$ cat config.mk
export PLATFORM = sky130hd
export DESIGN_NAME = program_loader
export DESIGN_NICKNAME = d
export VERILOG_FILES = /design/src/rtl/program_loader_pkg.sv /design/src/rtl/program_loader_switch_sync.sv /design/src/rtl/program_loader.sv
export SDC_FILE = /design/constraint.sdc
export NUM_CORES = 1
export LEC_CHECK = 0
export CAP_MARGIN = 20
export CORE_AREA = 2 2 56 58
export CTS_BUF_LIST = sky130_fd_sc_hd__clkbuf_16
export CTS_CLUSTER_SIZE = 24
export DETAILED_ROUTE_END_ITERATION = 6
export DIE_AREA = 0 0 58 60
export PLACE_DENSITY = 0.75
export SKIP_LAST_GASP = 1
export SLEW_MARGIN = 15
export SYNTH_ARGS = -nofsm -noshare
export SYNTH_HDL_FRONTEND = slang
export SYNTH_SLANG_ARGS = --single-unit
$ cat constraint.sdc
create_clock -name clock -period 1.85 [get_ports clock]
set_clock_uncertainty 0.15 [all_clocks]
set_input_delay 0.37 -clock clock [delete_from_list [all_inputs] [get_ports clock]]
set_output_delay 0.37 -clock clock [all_outputs]
set_load 0.1 [all_outputs]
$ cat src/rtl/program_loader_pkg.sv
// program_loader_pkg: shared state encoding and default geometry for the
// switch-driven program loader.
// Latency: n/a (types and constants only).
// Backpressure: n/a.
package program_loader_pkg;

  localparam int DEF_DATA_W          = 8;
  localparam int DEF_ADDR_W          = 5;
  localparam int DEF_DEPTH           = 32;
  localparam int DEF_DEBOUNCE_CYCLES = 16;

  typedef enum logic [2:0] {
    S_IDLE,
    S_ARM,
    S_WAIT,
    S_WRITE,
    S_FULL,
    S_DONE
  } state_t;

endpackage

$ cat src/rtl/program_loader_switch_sync.sv
// switch_sync: 2-flop synchroniser for one board switch, with an optional
// stability filter (macro PROGRAM_LOADER_DEBOUNCE_EN).
// Latency: 2 cycles; +DEBOUNCE_CYCLES when the filter is built in.
// Backpressure: none; level in, level out.
// Ports: clock, reset (sync, active-high), async_in (raw switch),
//        sync_out (clean level for the FSM).
module switch_sync
  import program_loader_pkg::*;
#(
  parameter int DEBOUNCE_CYCLES = DEF_DEBOUNCE_CYCLES
) (
  input  logic clock,
  input  logic reset,
  input  logic async_in,
  output logic sync_out
);

  logic meta;
  logic raw;

  always_ff @(posedge clock) begin
    if (reset) begin
      meta <= 1'b0;
      raw  <= 1'b0;
    end else begin
      meta <= async_in;
      raw  <= meta;
    end
  end

  // A zero-length filter makes no sense; this block exists only to tie the
  // parameter to the design in every build.
  if (DEBOUNCE_CYCLES < 1) begin : g_debounce_range
  end

`ifdef PROGRAM_LOADER_DEBOUNCE_EN
  localparam int CNT_W = $clog2(DEBOUNCE_CYCLES + 1);

  logic [CNT_W-1:0] stable_cnt;
  logic             stable;

  // The output follows raw only after raw has differed from it for
  // DEBOUNCE_CYCLES consecutive samples; any return to agreement restarts.
  always_ff @(posedge clock) begin
    if (reset) begin
      stable_cnt <= '0;
      stable     <= 1'b0;
    end else if (raw == stable) begin
      stable_cnt <= '0;
    end else if (stable_cnt == CNT_W'(DEBOUNCE_CYCLES - 1)) begin
      stable_cnt <= '0;
      stable     <= raw;
    end else begin
      stable_cnt <= stable_cnt + CNT_W'(1);
    end
  end

  assign sync_out = stable;
`else
  assign sync_out = raw;
`endif

endmodule

$ cat src/rtl/program_loader.sv
// program_loader: loads the instruction/data RAM one switch byte per enter
// press while load_mode is high, holding the CPU, then pulses run_start.
// Latency: enter rise -> mem_we 2 cycles after first sample; load_mode fall
// -> run_start 2 cycles after first sample (each +DEBOUNCE_CYCLES when
// PROGRAM_LOADER_DEBOUNCE_EN is defined).
// Backpressure: none; presses arriving in FULL are dropped.
// Ports: clock, reset (sync, active-high); load_mode, enter, data_in from the
//        switches; mem_we/mem_addr/mem_wdata to the RAM write port; cpu_hold,
//        run_start, done, full, load_count as status to the control unit.
module program_loader
  import program_loader_pkg::*;
#(
  parameter int DATA_W          = DEF_DATA_W,
  parameter int ADDR_W          = DEF_ADDR_W,
  parameter int DEPTH           = DEF_DEPTH,
  parameter int DEBOUNCE_CYCLES = DEF_DEBOUNCE_CYCLES
) (
  input  logic              clock,
  input  logic              reset,
  input  logic              load_mode,
  input  logic              enter,
  input  logic [DATA_W-1:0] data_in,
  output logic              mem_we,
  output logic [ADDR_W-1:0] mem_addr,
  output logic [DATA_W-1:0] mem_wdata,
  output logic              cpu_hold,
  output logic              run_start,
  output logic              done,
  output logic              full,
  output logic [ADDR_W:0]   load_count
);

  localparam logic [ADDR_W:0] DEPTH_C = (ADDR_W + 1)'(DEPTH);
  localparam logic [ADDR_W:0] LAST_C  = (ADDR_W + 1)'(DEPTH - 1);

  logic   lm_s;
  logic   en_s;
  state_t state;
  state_t state_nxt;

  switch_sync #(.DEBOUNCE_CYCLES(DEBOUNCE_CYCLES)) u_sync_lm (
    .clock    (clock),
    .reset    (reset),
    .async_in (load_mode),
    .sync_out (lm_s)
  );

  switch_sync #(.DEBOUNCE_CYCLES(DEBOUNCE_CYCLES)) u_sync_en (
    .clock    (clock),
    .reset    (reset),
    .async_in (enter),
    .sync_out (en_s)
  );

  always_ff @(posedge clock) begin
    if (reset) begin
      state      <= S_IDLE;
      mem_addr   <= '0;
      mem_wdata  <= '0;
      load_count <= '0;
      done       <= 1'b0;
    end else begin
      state <= state_nxt;
      if (state == S_IDLE && state_nxt == S_ARM) begin
        mem_addr   <= '0;
        load_count <= '0;
        done       <= 1'b0;
      end
      if (state == S_WAIT && state_nxt == S_WRITE) begin
        mem_wdata <= data_in;
      end
      if (state == S_WRITE) begin
        load_count <= load_count + (ADDR_W + 1)'(1);
        // The last word leaves the address parked on the final location so a
        // power-of-two depth never wraps back to 0.
        if (load_count != LAST_C) begin
          mem_addr <= mem_addr + ADDR_W'(1);
        end
      end
      if (state_nxt == S_DONE) begin
        done <= 1'b1;
      end
    end
  end

  always_comb begin
    state_nxt = state;
    mem_we    = 1'b0;
    cpu_hold  = 1'b0;
    run_start = 1'b0;
    full      = (load_count == DEPTH_C);
    unique case (state)
      S_IDLE: begin
        if (lm_s) state_nxt = S_ARM;
      end
      S_ARM: begin
        cpu_hold = 1'b1;
        // An enter switch already high must be released before it counts.
        if (!lm_s)      state_nxt = S_DONE;
        else if (!en_s) state_nxt = S_WAIT;
      end
      S_WAIT: begin
        cpu_hold = 1'b1;
        if (!lm_s)     state_nxt = S_DONE;
        else if (en_s) state_nxt = S_WRITE;
      end
      S_WRITE: begin
        cpu_hold = 1'b1;
        mem_we   = 1'b1;
        if (!lm_s)                    state_nxt = S_DONE;
        else if (load_count == LAST_C) state_nxt = S_FULL;
        else                          state_nxt = S_ARM;
      end
      S_FULL: begin
        cpu_hold = 1'b1;
        if (!lm_s) state_nxt = S_DONE;
      end
      S_DONE: begin
        run_start = 1'b1;
        state_nxt = S_IDLE;
      end
      default: state_nxt = S_IDLE;
    endcase
  end

endmodule

### Yosys cells after proc, flatten, opt, wreduce, memory -nomap -nowiden

Index checks and enable logic that the tools add are counted.

* flip-flop bits (word level): 27
* input port bits: 12
* output and inout bits: 24
* word-level logic and storage cells: 47

* add/subtract/negate cells: 2
* eq/ne operators: 11
* mux-type cells: 19
* reduce and logical (&&, ||, !) cells: 6

Operators by type and width (number)
* 3-bit 2-to-1 mux: 8
* 5-bit 2-to-1 mux: 3
* 3-bit case mux with 5 select lines: 1
* 6-bit 2-to-1 mux: 2
* 3-bit by 2-bit == test with 1-bit output, second input constant: 3
* 3-bit == test, second input constant: 3
* 6-bit by 1-bit adder with 6-bit output, second input constant: 1
* 3-bit by 1-bit == test with 1-bit output, second input constant: 2
* 6-bit by 5-bit == test with 1-bit output, second input constant: 1
* 6-bit == test, second input constant: 1
* 6-bit by 5-bit inequality test with 1-bit output, second input constant: 1
* 5-bit by 1-bit adder with 5-bit output, second input constant: 1
* 1-bit 2-to-1 mux: 5
* 2-bit nonzero test: 2
* 4-bit OR reduction: 1
* 3-bit zero test: 1
* 1-bit logical AND: 2

### Logic depth before layout (Yosys ltp)

* depth in word-level cells: 9
* depth in mapped cells: 5
* depth with buffers taken out: 5

### Modules after synthesis

Synthesis repeated with hierarchy kept, for this count alone.

* cell total of the unflattened synthesis: 139
* area, all modules: 1273.7 µm²

By module, submodules not included
* program_loader: times used 1, cells each 131, area each 1168.6 µm², seq. area each 460.4 µm²
* switch_sync: times used 2, cells each 4, area each 52.6 µm², seq. area each 40.0 µm²

### Least setup slack after synthesis

Ideal clock, no wire load.

* path type: reg-to-reg
* from: register state[1]
* to: register done
* setup time: 0.080 ns
* arrival time: 2.288 ns
* data required time: 1.620 ns
* setup slack: -0.668 ns
* cell stages (with the launch flop): 6
* buffers on the path: 1
* clock period less this slack: 2.518 ns
* cells stage by stage: dfxtp_1 > buf_4 > o21a_1 > nor2_1 > a21oi_1 > nor3_1

* cells in the longest elaborated chain, start to end: 6
* elaborated cells between the ends (all ways): 17
* those cells by class: eq/ne (6); mux (8); reduce/logical (3)

Ends and longest elaborated chain
* start: declaration: RTL line program_loader.sv:38 `state_t state;`
* start signal: assignment: RTL line program_loader.sv:63 `state <= state_nxt;`
* 3-bit 2-to-1 mux (on tied branches): RTL line program_loader.sv:105, program_loader.sv:100
* 3-bit 2-to-1 mux (on tied branches): RTL line program_loader.sv:104, program_loader.sv:99
* 3-bit case mux with 5 select lines: RTL line program_loader.sv:92 `unique case (state)`
* 3-bit by 1-bit == test with 1-bit output: RTL line program_loader.sv:64 `if (state == S_IDLE && state_nxt == S_ARM) begin`
* 1-bit logical AND: RTL line program_loader.sv:64
* 2-bit nonzero test (no source line)
* end signal: assignment: RTL line program_loader.sv:61 `done <= 1'b0;`
* end signal: assignment: RTL line program_loader.sv:67 `done <= 1'b0;`
* end signal: assignment: RTL line program_loader.sv:81 `done <= 1'b1;`
* end: declaration: RTL line program_loader.sv:28 `output logic done,`

Parallel ways exist; a longest one is shown, timed or not.
A chain may end at the register's enable or synchronous reset.

### Final worst setup path

* from: register load_count[0]
* to: output full

* cells in the longest elaborated chain, start to end: 1

Ends and longest elaborated chain
* start: declaration: RTL line program_loader.sv:30 `output logic [ADDR_W:0] load_count`
* start signal: assignment: RTL line program_loader.sv:73 `load_count <= load_count + (ADDR_W + 1)'(1);`
* 6-bit == test: RTL line program_loader.sv:91 `full = (load_count == DEPTH_C);`
* end: declaration: RTL line program_loader.sv:29 `output logic full,`

Every way passes these cells.

==> flow_summary.json <==
{
  "crit_path_start": "load_count[0]",
  "routedWlPerCell_um": 12.5,
  "r2r_start": "load_count[0]",
  "synthTopCellsByCount": "27 x dfxtp_1, 20 x nor2_1, 10 x a21oi_1",
  "synth_seq_area_share_pct": 43.1,
  "fmax_ghz": 0.559,
  "grt_overflow": 0,
  "cp_max_fo": 6,
  "clockBufferDepth": 2,
  "core_um2": 2900,
  "cap_viol_max_count": 0,
  "syn_nets": 155,
  "dpl_cell_area_um2": 1900,
  "first_pass_iters": 4,
  "postSynthAreaPerCell_um2": 8.96,
  "setup_tns_ns": 0,
  "hold_viol": 0,
  "netlist_instances": 140,
  "synthesis.area_um2": 1250,
  "clk_pin_slew_ns": 0.06,
  "track_usage_pct": 16.5,
  "synth_edf_count": 0,
  "drive_gt1_share_pct": 32.0,
  "num_rows": 20,
  "finalSetupViolCount": 0,
  "diodes": 0,
  "cts_buffers": 3,
  "postLayoutCellArea_um2": 2000,
  "dp_hpwl_mm": 2.11,
  "dieHeight_um": 60,
  "maxSlewHeadroom_pct": 75.7,
  "finish.net_count": 191,
  "yosys_warnings": 0,
  "wl_mm": 2.59,
  "p_per_area_nw_per_um2": 663,
  "p_leak_nw": 0.818,
  "async_flop_share_pct": 0,
  "ir_worst_vdd_v": 0.000713,
  "synthTopCellsByArea": "dfxtp_1 43%, mux2i_1 6.4%, nor2_1 6.0%, a21oi_1 4.0%, nor2b_1 3.5%",
  "rsz0062_at_grt": "false",
  "grt_util_met3_pct": 3.68,
  "hp-start": "u_sync_en.meta",
  "worstSkewPairLatency_ns": 0.26,
  "setup.worst_path.end_class": "output port",
  "startpoint_type": "register",
  "final_max_slew_viol_count": 0,
  "hold_class": "reg -> reg",
  "antenna_found_initial": 0,
  "clock-sinks": 27,
  "grt_pass1_vias": 1066,
  "via_count": 1101,
  "port_buffers": 35,
  "synth_cell_types": 42,
  "gp_congestion": 0.788,
  "fp.dieW_um": 58,
  "yosysMostFrequentCell": "dfxtp_1",
  "die-area_um2": 3480,
  "fillers": 231,
  "grt_max_degree": 15,
  "period_minus_slack_ns": 1.79,
  "io_pins": 36,
  "busiest_layer": "met2",
  "path_class": "reg -> out",
  "grtUsageMet1_pct": 18.9,
  "syn2layout_area_growth_pct": 59.4,
  "synthFlopType": "dfxtp_1",
  "yosys.area.top_type_share_pct": 43.1,
  "min_period_over_period_pct": 96.6,
  "ctsRootBufferMaster": "clkbuf_16",
  "drt_iter0_markers": 15,
  "synth_top_cell_by_area": "dfxtp_1",
  "cp.arrival_ns": 1.27,
  "via_per_inst": 5.29,
  "route.detailed.drc": 0,
  "timing.critical_path.required_ns": 1.33,
  "htreeDepth": 1,
  "synth_seq_cells": 27,
  "grt_pass1_wl_mm": 4.46,
  "grt_use_met2_pct": 29.9,
  "status": "completed",
  "ant_nets": 0,
  "cts_tree": "built",
  "worst_slew_pin_slew_ns": 0.364,
  "start_util_pct": 43.2
}
-- layer usage --
layer,routed length [um],up-vias,part of all wire [%]
met5,0,-,0
li1,-,559,-
met4,28,0,1.1
met2,1330,33,51
met3,166,2,6.4
met1,1070,507,41
-- timing repair --
item,CTS,global route
endpoints found under the hold margin,0,0
endpoints found under the setup margin,3,1
hold buffers,0,0
pin swaps,0,0
setup buffers,0,0
resized for setup,3,5
-- critical path: stages, from the launching register on --
cell	delay [ns]
dfxtp_4	0.39
inv_1	0.05
ha_1	0.18
and4b_2	0.22
buf_12	0.17
-- final cells by class --
class                           instances  area [um2]  share of cell area [%]
Timing Repair Buffer                   37         606                    30.3
Tap cell                               33        41.3                    2.06
Sequential cell                        27         569                    28.5
Multi-Input combinational cell        101         681                    34.0
Clock inverter                          1        3.75                   0.188
Inverter                                6        25.0                    1.25
Clock buffer                            3        75.1                    3.75
-- sequential cells by signal, indices dropped and copies added, names as in the netlist, 3 cells and up --
name and count:
load_count 6, mem_addr 5, mem_wdata 8, state 3
-- kinds of logic (layout without fill, tap and decap cells) --
family	count (synthesis)	count (layout)	synth area share [%]
AOI/OAI and AO/OA	28	28	14.1
xor gates and xnor gates	1	1	0.698
adders and majority gates	3	3	2.99
buffers and inverters	12	47	4.19
DFF	27	27	43.1
muxes	8	8	6.38
and+or+nand+nor	61	61	28.6
-- through the flow --
stage          power [mW]  setup WS [ns]  util, %  std cells  hold WS, ns
2_1_floorplan       0.774         0.0104        -        140        0.264
4_1_cts              1.34         0.0200     68.3        208        0.290
3_3_place_gp        0.852          0.211     65.5        204        0.274
6_report             1.33         0.0623     68.9        208        0.287
3_5_place_dp        0.857          0.127     65.5        204        0.275
5_1_grt              1.37         0.0266     68.9        208        0.309
-- worst paths after layout --
kind / endpoint / slack (ns) / depth (start not counted)
min reg2reg: u_sync_en.sync_out / 0.29 / 1
max reg2reg: mem_addr[4] / 0.20 / 5
max: full / 0.06 / 4
min: u_sync_en.sync_out / 0.29 / 1
-- cell usage in the layout (no fill, tap or decap), types with 2 or more instances in the layout --
cell type / synthesis / layout
nor2_1: 20 / 19
inv_1: 5 / 6
a21oi_1: 10 / 10
buf_12: 0 / 24
dfxtp_2: 0 / 8
nand2_1: 4 / 4
buf_4: 1 / 2
and2_1: 2 / 2
dfxtp_1: 27 / 14
clkdlybuf4s50_1: 0 / 11
nand3_1: 8 / 8
ha_1: 3 / 3
nor3_2: 2 / 2
o21ai_0: 5 / 5
clkbuf_16: 0 / 3
mux2i_1: 8 / 8
dfxtp_4: 0 / 5
o21a_1: 3 / 3
nor2b_1: 7 / 7
nor3_1: 4 / 4
-- power breakdown --
group          internal, mW  switching, mW
clock network         0.289          0.191
registers             0.594         0.0309
logic                0.0970          0.126
total                 0.980          0.347
Note: power is estimated with default switching activity, not from simulation.
